File: src/rtl/rv32i_pkg.sv
// Shared rv32i constants and types.
//   XLEN / NREGS / REG_AW : architectural data width, register count, address width
//   reg_addr_t / xlen_t   : register address and data types
//   REG_ZERO              : address of the hard-wired zero register
package rv32i_pkg;

    localparam int XLEN   = 32;
    localparam int NREGS  = 32;
    localparam int REG_AW = $clog2(NREGS);

    typedef logic [REG_AW-1:0] reg_addr_t;
    typedef logic [XLEN-1:0]   xlen_t;

    localparam reg_addr_t REG_ZERO = '0;

endpackage

File: src/rtl/rv32i_regfile_sb_if.sv
// Register-file / scoreboard bus between ID+WB (master) and the register file (slave).
//   rd_addr/rd_data/rd_busy : NUM_RD flattened read ports, port i at [i*W +: W]
//   iss_valid/iss_reg/iss_ready : write reservation handshake from ID
//   wb_enable/wb_reg/wb_data    : writeback strobe from WB
//   sb_err                      : sticky writeback-without-reservation flag
interface rv32i_regfile_sb_if #(
    parameter int XLEN   = 32,
    parameter int AW     = 5,
    parameter int NUM_RD = 2
);
    logic [NUM_RD*AW-1:0]   rd_addr;
    logic [NUM_RD*XLEN-1:0] rd_data;
    logic [NUM_RD-1:0]      rd_busy;
    logic                   iss_valid;
    logic [AW-1:0]          iss_reg;
    logic                   iss_ready;
    logic                   wb_enable;
    logic [AW-1:0]          wb_reg;
    logic [XLEN-1:0]        wb_data;
    logic                   sb_err;

    modport master (
        output rd_addr, iss_valid, iss_reg, wb_enable, wb_reg, wb_data,
        input  rd_data, rd_busy, iss_ready, sb_err
    );

    modport slave (
        input  rd_addr, iss_valid, iss_reg, wb_enable, wb_reg, wb_data,
        output rd_data, rd_busy, iss_ready, sb_err
    );
endinterface

File: src/rtl/rv32i_regfile_sb_counters.sv
// Pending-write scoreboard: one saturating counter per register.
//   clk, reset            : clock, synchronous active-high reset
//   rd_addr -> rd_busy    : per-port RAW hazard lookup (combinational)
//   iss_valid/iss_reg     : reservation request, accepted when iss_ready
//   wb_enable/wb_reg      : writeback, retires one reservation
//   sb_err                : sticky, set by a writeback with nothing pending
module rv32i_sb_counters #(
    parameter int NREGS    = 32,
    parameter int AW       = 5,
    parameter int NUM_RD   = 2,
    parameter int BYPASS   = 1,
    parameter int PEND_MAX = 3
) (
    input  logic                 clk,
    input  logic                 reset,
    input  logic [NUM_RD*AW-1:0] rd_addr,
    input  logic                 iss_valid,
    input  logic [AW-1:0]        iss_reg,
    input  logic                 wb_enable,
    input  logic [AW-1:0]        wb_reg,
    output logic                 iss_ready,
    output logic [NUM_RD-1:0]    rd_busy,
    output logic                 sb_err
);
    import rv32i_pkg::*;

    localparam int CW = $clog2(PEND_MAX + 1);
    localparam logic [CW-1:0] CNT_MAX = CW'(PEND_MAX);

    logic [CW-1:0] cnt     [NREGS];
    logic [CW-1:0] cnt_nxt [NREGS];
    logic          err_set;

    // A writeback to the same register frees the slot it occupies, so a full
    // counter can still take a reservation in that cycle.
    assign iss_ready = (iss_reg == '0) || (cnt[iss_reg] != CNT_MAX) ||
                       (wb_enable && wb_reg == iss_reg);

    assign err_set = wb_enable && (wb_reg != '0) && (cnt[wb_reg] == '0);

    always_comb begin
        for (int r = 0; r < NREGS; r++) begin
            cnt_nxt[r] = cnt[r];
            if (r != 0) begin
                // Issue and writeback on the same register cancel out.
                if (iss_valid && iss_ready && iss_reg == AW'(r) &&
                    !(wb_enable && wb_reg == AW'(r))) begin
                    if (cnt[r] != CNT_MAX)
                        cnt_nxt[r] = cnt[r] + 1'b1;
                end else if (wb_enable && wb_reg == AW'(r) &&
                             !(iss_valid && iss_ready && iss_reg == AW'(r))) begin
                    if (cnt[r] != '0)
                        cnt_nxt[r] = cnt[r] - 1'b1;
                end
            end
        end
    end

    always_ff @(posedge clk) begin
        if (reset) begin
            for (int r = 0; r < NREGS; r++)
                cnt[r] <= '0;
            sb_err <= 1'b0;
        end else begin
            for (int r = 0; r < NREGS; r++)
                cnt[r] <= cnt_nxt[r];
            sb_err <= sb_err | err_set;
        end
    end

    for (genvar i = 0; i < NUM_RD; i++) begin : g_busy
        logic [AW-1:0] a;
        logic          last_wb;
        assign a = rd_addr[i*AW +: AW];
        // With bypass the final writeback is visible this cycle, so the reader need not stall.
        assign last_wb = (BYPASS != 0) && wb_enable && (wb_reg == a) && (cnt[a] == CW'(1));
        assign rd_busy[i] = (cnt[a] != '0) && !last_wb;
    end

endmodule

File: src/rtl/rv32i_regfile_sb.sv
// Multi-port integer register file with integrated write-pending scoreboard.
//   clk, reset : clock, synchronous active-high reset
//   rf (slave) : read ports, issue reservation, writeback, hazard/err status
module rv32i_regfile_sb #(
    parameter int XLEN     = rv32i_pkg::XLEN,
    parameter int NREGS    = rv32i_pkg::NREGS,
    parameter int NUM_RD   = 2,
    parameter int BYPASS   = 1,
    parameter int READ_REG = 0,
    parameter int PEND_MAX = 3
) (
    input  logic             clk,
    input  logic             reset,
    rv32i_regfile_sb_if.slave rf
);
    import rv32i_pkg::*;

    localparam int AW = $clog2(NREGS);

    logic [XLEN-1:0] regs [NREGS];

    always_ff @(posedge clk) begin
        if (reset) begin
            for (int r = 0; r < NREGS; r++)
                regs[r] <= '0;
        end else if (rf.wb_enable && rf.wb_reg != '0) begin
            regs[rf.wb_reg] <= rf.wb_data;
        end
    end

    for (genvar i = 0; i < NUM_RD; i++) begin : g_rd
        logic [AW-1:0]   a;
        logic [XLEN-1:0] v;

        assign a = rf.rd_addr[i*AW +: AW];

        always_comb begin
            v = regs[a];
            if (a == '0)
                v = '0;
            else if (BYPASS != 0 && rf.wb_enable && rf.wb_reg == a)
                v = rf.wb_data;
        end

        if (READ_REG != 0) begin : g_q
            logic [XLEN-1:0] q;
            always_ff @(posedge clk) begin
                if (reset) q <= '0;
                else       q <= v;
            end
            assign rf.rd_data[i*XLEN +: XLEN] = q;
        end else begin : g_comb
            assign rf.rd_data[i*XLEN +: XLEN] = v;
        end
    end

    rv32i_sb_counters #(
        .NREGS   (NREGS),
        .AW      (AW),
        .NUM_RD  (NUM_RD),
        .BYPASS  (BYPASS),
        .PEND_MAX(PEND_MAX)
    ) u_sb (
        .clk      (clk),
        .reset    (reset),
        .rd_addr  (rf.rd_addr),
        .iss_valid(rf.iss_valid),
        .iss_reg  (rf.iss_reg),
        .wb_enable(rf.wb_enable),
        .wb_reg   (rf.wb_reg),
        .iss_ready(rf.iss_ready),
        .rd_busy  (rf.rd_busy),
        .sb_err   (rf.sb_err)
    );

endmodule

File: src/flat_wrapper.sv
// flat-port wrapper written by rule: the top's interface ports become plain ports
module rv32i_regfile_sb_flat import rv32i_pkg::*;
#(
    parameter int XLEN     = rv32i_pkg::XLEN,
    parameter int NREGS    = rv32i_pkg::NREGS,
    parameter int NUM_RD   = 2,
    parameter int BYPASS   = 1,
    parameter int READ_REG = 0,
    parameter int PEND_MAX = 3
)
  (clk, reset, rf_rd_addr, rf_iss_valid, rf_iss_reg, rf_wb_enable, rf_wb_reg, rf_wb_data, rf_rd_data, rf_rd_busy, rf_iss_ready, rf_sb_err);
  rv32i_regfile_sb_if #(.XLEN(XLEN), .AW((5)), .NUM_RD(NUM_RD)) rf_i ();
  input  logic clk;
  input  logic reset;
  input wire logic [$bits(rf_i.rd_addr)-1:0] rf_rd_addr;
  input wire logic [$bits(rf_i.iss_valid)-1:0] rf_iss_valid;
  input wire logic [$bits(rf_i.iss_reg)-1:0] rf_iss_reg;
  input wire logic [$bits(rf_i.wb_enable)-1:0] rf_wb_enable;
  input wire logic [$bits(rf_i.wb_reg)-1:0] rf_wb_reg;
  input wire logic [$bits(rf_i.wb_data)-1:0] rf_wb_data;
  output wire logic [$bits(rf_i.rd_data)-1:0] rf_rd_data;
  output wire logic [$bits(rf_i.rd_busy)-1:0] rf_rd_busy;
  output wire logic [$bits(rf_i.iss_ready)-1:0] rf_iss_ready;
  output wire logic [$bits(rf_i.sb_err)-1:0] rf_sb_err;
  assign rf_i.rd_addr = rf_rd_addr;
  assign rf_i.iss_valid = rf_iss_valid;
  assign rf_i.iss_reg = rf_iss_reg;
  assign rf_i.wb_enable = rf_wb_enable;
  assign rf_i.wb_reg = rf_wb_reg;
  assign rf_i.wb_data = rf_wb_data;
  assign rf_rd_data = rf_i.rd_data;
  assign rf_rd_busy = rf_i.rd_busy;
  assign rf_iss_ready = rf_i.iss_ready;
  assign rf_sb_err = rf_i.sb_err;
  rv32i_regfile_sb #(.XLEN(XLEN), .NREGS(NREGS), .NUM_RD(NUM_RD), .BYPASS(BYPASS), .READ_REG(READ_REG), .PEND_MAX(PEND_MAX)) u_core (.clk(clk), .reset(reset), .rf(rf_i));
endmodule
File: config.mk
export PLATFORM = sky130hd
export DESIGN_NAME = rv32i_regfile_sb_flat
export DESIGN_NICKNAME = d
export VERILOG_FILES = /design/src/rtl/rv32i_pkg.sv /design/src/rtl/rv32i_regfile_sb_if.sv /design/src/rtl/rv32i_regfile_sb_counters.sv /design/src/rtl/rv32i_regfile_sb.sv /design/src/flat_wrapper.sv
export SDC_FILE = /design/constraint.sdc
export NUM_CORES = 2
export LEC_CHECK = 0
export CAP_MARGIN = 20
export CORE_ASPECT_RATIO = 0.7
export CORE_UTILIZATION = 25
export DETAILED_ROUTE_END_ITERATION = 10
export GPL_ROUTABILITY_DRIVEN = 0
export PLACE_DENSITY_LB_ADDON = 0.08
export RECOVER_POWER = 100
export REMOVE_ABC_BUFFERS = 1
export SLEW_MARGIN = 20
export SYNTH_ARGS = -nofsm -noshare
export SYNTH_HDL_FRONTEND = slang
export SYNTH_SLANG_ARGS = --single-unit
File: constraint.sdc
create_clock -name clk -period 3.7 [get_ports clk]
set_input_delay 0.74 -clock clk [delete_from_list [all_inputs] [get_ports clk]]
set_output_delay 0.74 -clock clk [all_outputs]
set_load 0.05 [all_outputs]
==> results.sh <==
export IMPL_rows=150
export IMPL_drt_iter0_drc=4762
export IMPL_power_switching_share_pct=27.6
export IMPL_viasPerCell=5.09
export IMPL_ir_worst_vdd_mv=0.391
export IMPL_busiest_layer="met1"
export IMPL_hold_viol=0
export IMPL_netlist_top_cells_area="edfxtp_1 (51%), mux4_2 (21%), and2_1 (10%)"
export IMPL_seq_area_frac_synth_pct=53.2
export IMPL_cts_htree_levels=3
export IMPL_ys_warn_count=0
export IMPL_routed_via_count=40500
export IMPL_cts_tree="done"
export IMPL_die_area_sq_um=243000
export IMPL_cts_sinks=1087
export IMPL_place_area_sq_um=70300
export IMPL_dp_cells=7698
export IMPL_finalClockSkew_ps=34.4
export IMPL_grtUsageMet1_pct=33.2
export IMPL_grt_util_met3_pct=2.52
export IMPL_cp_end_kind="register"
export IMPL_routed_wl_mm=265
export IMPL_place_ws_ps=-452
export IMPL_post_route_period_util_pct=102
export IMPL_fin_area_sq_um=73700
export IMPL_core_area_sq_um=239000
export IMPL_yosys_cell_count_top_type="edfxtp_1"
export IMPL_track_usage_pct=21.5
export IMPL_synth_ff_type="edfxtp_1"
export IMPL_io_pin_count=124
export IMPL_first_global_vias=40100
export IMPL_failed_checks="capacitance limit, slew limit, setup timing"
export IMPL_cts_root_buf="clkbuf_16"
export IMPL_cts_made_buffers=121
export IMPL_reg2reg_depth=12
export IMPL_synth_edf_count=1024
export IMPL_firstDrtPassIters=5
export IMPL_start_kind="primary input"
export IMPL_slew_violations=69
export IMPL_dpl_hpwl_mm=173
export IMPL_fin_ws_ps=-57.8
export IMPL_p_int_w=0.0235
export IMPL_die_y_microns=413
export IMPL_drtAntennaViolNets=0
export IMPL_clk_pin_slew_ps=70
export IMPL_ys_types=66
export IMPL_port_buffers=123
export IMPL_antenna_found_initial=32
export IMPL_fin_crit_ps=3760
export IMPL_crit_type="primary input to register"
export IMPL_crit_fanout=25
export IMPL_hold_buffers=0
export IMPL_worst_pin_slew_ps=2160
export IMPL_netlist_area_sq_um=60200
export IMPL_insertion_delay_ps=760
export IMPL_dieWidth_microns=589
export IMPL_avgRoutedWirePerCell_microns=33.3
export IMPL_rsz0062_at_grt="no"
export IMPL_p_leak_nw=25.0
export IMPL_cap_viol_max_count=1
export IMPL_p_sw_w=0.00896
export IMPL_cp_required_ps=4180
export IMPL_fin_hold_ws_ps=496
export IMPL_grt_max_degree=69
export IMPL_slew_headroom_pct=-44.1
export IMPL_hold_path_class="register to register"
export IMPL_synth_top_area_cell="edfxtp_1"
export IMPL_hold_path_depth=2
export IMPL_syn2layout_area_growth_pct=22.4
export IMPL_synth_top_area_share_pct=51.1
export IMPL_postSynthCellCount=4270
export IMPL_setup_viol=45
export IMPL_syn_avg_cell_area_sq_um=14.1
export IMPL_num_nets_final=4733
export IMPL_drive_above_1_share_pct=31.9
export IMPL_synthTopCellsByCount="edfxtp_1 (1024), and2_1 (998), mux4_2 (562)"
export IMPL_max_freq_ghz=0.266
export IMPL_grtUsageMet2_pct=32.4
export IMPL_start_util_pct=25.2
export IMPL_grt_overflow=0
export IMPL_clkPwrFrac_pct=39.4
export IMPL_power_density_nw_per_um2=441
export IMPL_crit_arrival_ps=4230
export IMPL_ys_async_sr_fraction_pct=0
export IMPL_final_cells=7963
export IMPL_yosys_register_bits=1087
export IMPL_outcome="finished, violations left"
export IMPL_drc=0
export IMPL_p_seq_share_pct=44.3
export IMPL_clockBufferDepth=3
export IMPL_fin_util_pct=30.8
export IMPL_share_comb_of_total_power_pct=16.3
export IMPL_grt_pass1_wl_mm=359
## what timing repair did
action                     CTS  global route
buffers inserted             7             3
pin swaps                    8             7
resized for setup           77            18
cloned                       3             4
setup endpoints to repair   67            57
## sequential cells by signal, indices dropped and copies added, names as in the netlist
name	cells
u_core.u_sb.sb_err	1
u_core.regs	1024
u_core.u_sb.cnt	62
## cell usage in the layout (no fill, tap or decap), drive strengths merged, types with 5 or more instances in the layout
| cell | count |
|---|---|
| conb | 32 |
| diode | 18 |
| or2 | 36 |
| clkbuf | 257 |
| nor2 | 134 |
| a21o | 13 |
| nand2 | 216 |
| nand2b | 43 |
| o21ai | 88 |
| nor2b | 25 |
| mux2i | 63 |
| o211ai | 28 |
| xor2 | 6 |
| nor3b | 7 |
| o221ai | 19 |
| o22ai | 87 |
| a32oi | 30 |
| edfxtp | 1024 |
| a22oi | 14 |
| buf | 488 |
| clkinv | 56 |
| dfxtp | 63 |
| mux2 | 46 |
| inv | 30 |
| nor4 | 5 |
| dlygate4sd2 | 5 |
| mux4 | 562 |
| a21oi | 108 |
| a31oi | 5 |
| xnor2 | 9 |
| a32o | 32 |
| clkdlybuf4s50 | 39 |
| ha | 31 |
| a22o | 24 |
| bufinv | 15 |
| nand3 | 18 |
| clkinvlp | 9 |
| nor3 | 42 |
| and2 | 998 |
## cells by family after synthesis
| logic type | count (synthesis) | synth area share, % |
|---|---|---|
| adders and majority gates | 31 | 0.644 |
| AOI/OAI and AO/OA | 472 | 5.41 |
| buffers and inverters | 453 | 3.15 |
| xor gates and xnor gates | 15 | 0.218 |
| other | 1 | 0.00623 |
| and+or+nand+nor | 1540 | 14.5 |
| DFF | 1087 | 53.2 |
| muxes | 671 | 22.9 |
## area by class of cell
cell class,instances,area [sq um]
clock inverters,84,856
well taps,3192,3990
clock buffers,146,3190
fillers,23800,165000
diodes,18,45.0
flip-flops and latches,1087,32000
inverters,26,100
repair buffers,649,6760
multi-input cells,2761,26700
## critical path, cell delays in order
cell and delay [ps]:
dlygate4sd2_1 230, clkbuf_1 210, clkbuf_1 290, clkbuf_1 830, nor2_1 290, nand3_1 240
nor2_4 130, clkbuf_2 750, and2_1 470
## path summary, 6_finish.rpt
path | startpoint | end | slack (ps)
worst max-delay path | rf_wb_reg[0] | u_core.regs[4][4] | -60
worst min-delay path | u_core.u_sb.sb_err | u_core.u_sb.sb_err | 500
worst max register to register | u_core.u_sb.cnt[28][0] | u_core.u_sb.cnt[20][0] | 810
worst min register to register | u_core.u_sb.sb_err | u_core.u_sb.sb_err | 500
## routing by layer
metal  wire (microns)  part of all wire [%]  up-vias
li1                 -                     -    17100
met1           128000                    48    21600
met2           116000                    44     1567
met3            16500                   6.2      210
met4             4610                   1.7        2
met5                9                0.0034        -
## through the flow
step	TNS (ps)	total power, W
after floorplan	-26120	0.0168
after global placement	-23260	0.0201
after detailed placement	-15150	0.0201
after CTS	-184	0.0330
after global routing	0	0.0335
final	-776	0.0325
## power by group through the flow
stage               combinational, W  clock, W  sequential [W]
floorplan                    0.00230         0          0.0145
global placement             0.00549         0          0.0146
detailed placement           0.00546         0          0.0146
CTS                          0.00555    0.0131          0.0144
global route                 0.00551    0.0135          0.0145
finish                       0.00529    0.0128          0.0144
(Power assumes the default switching activity.)
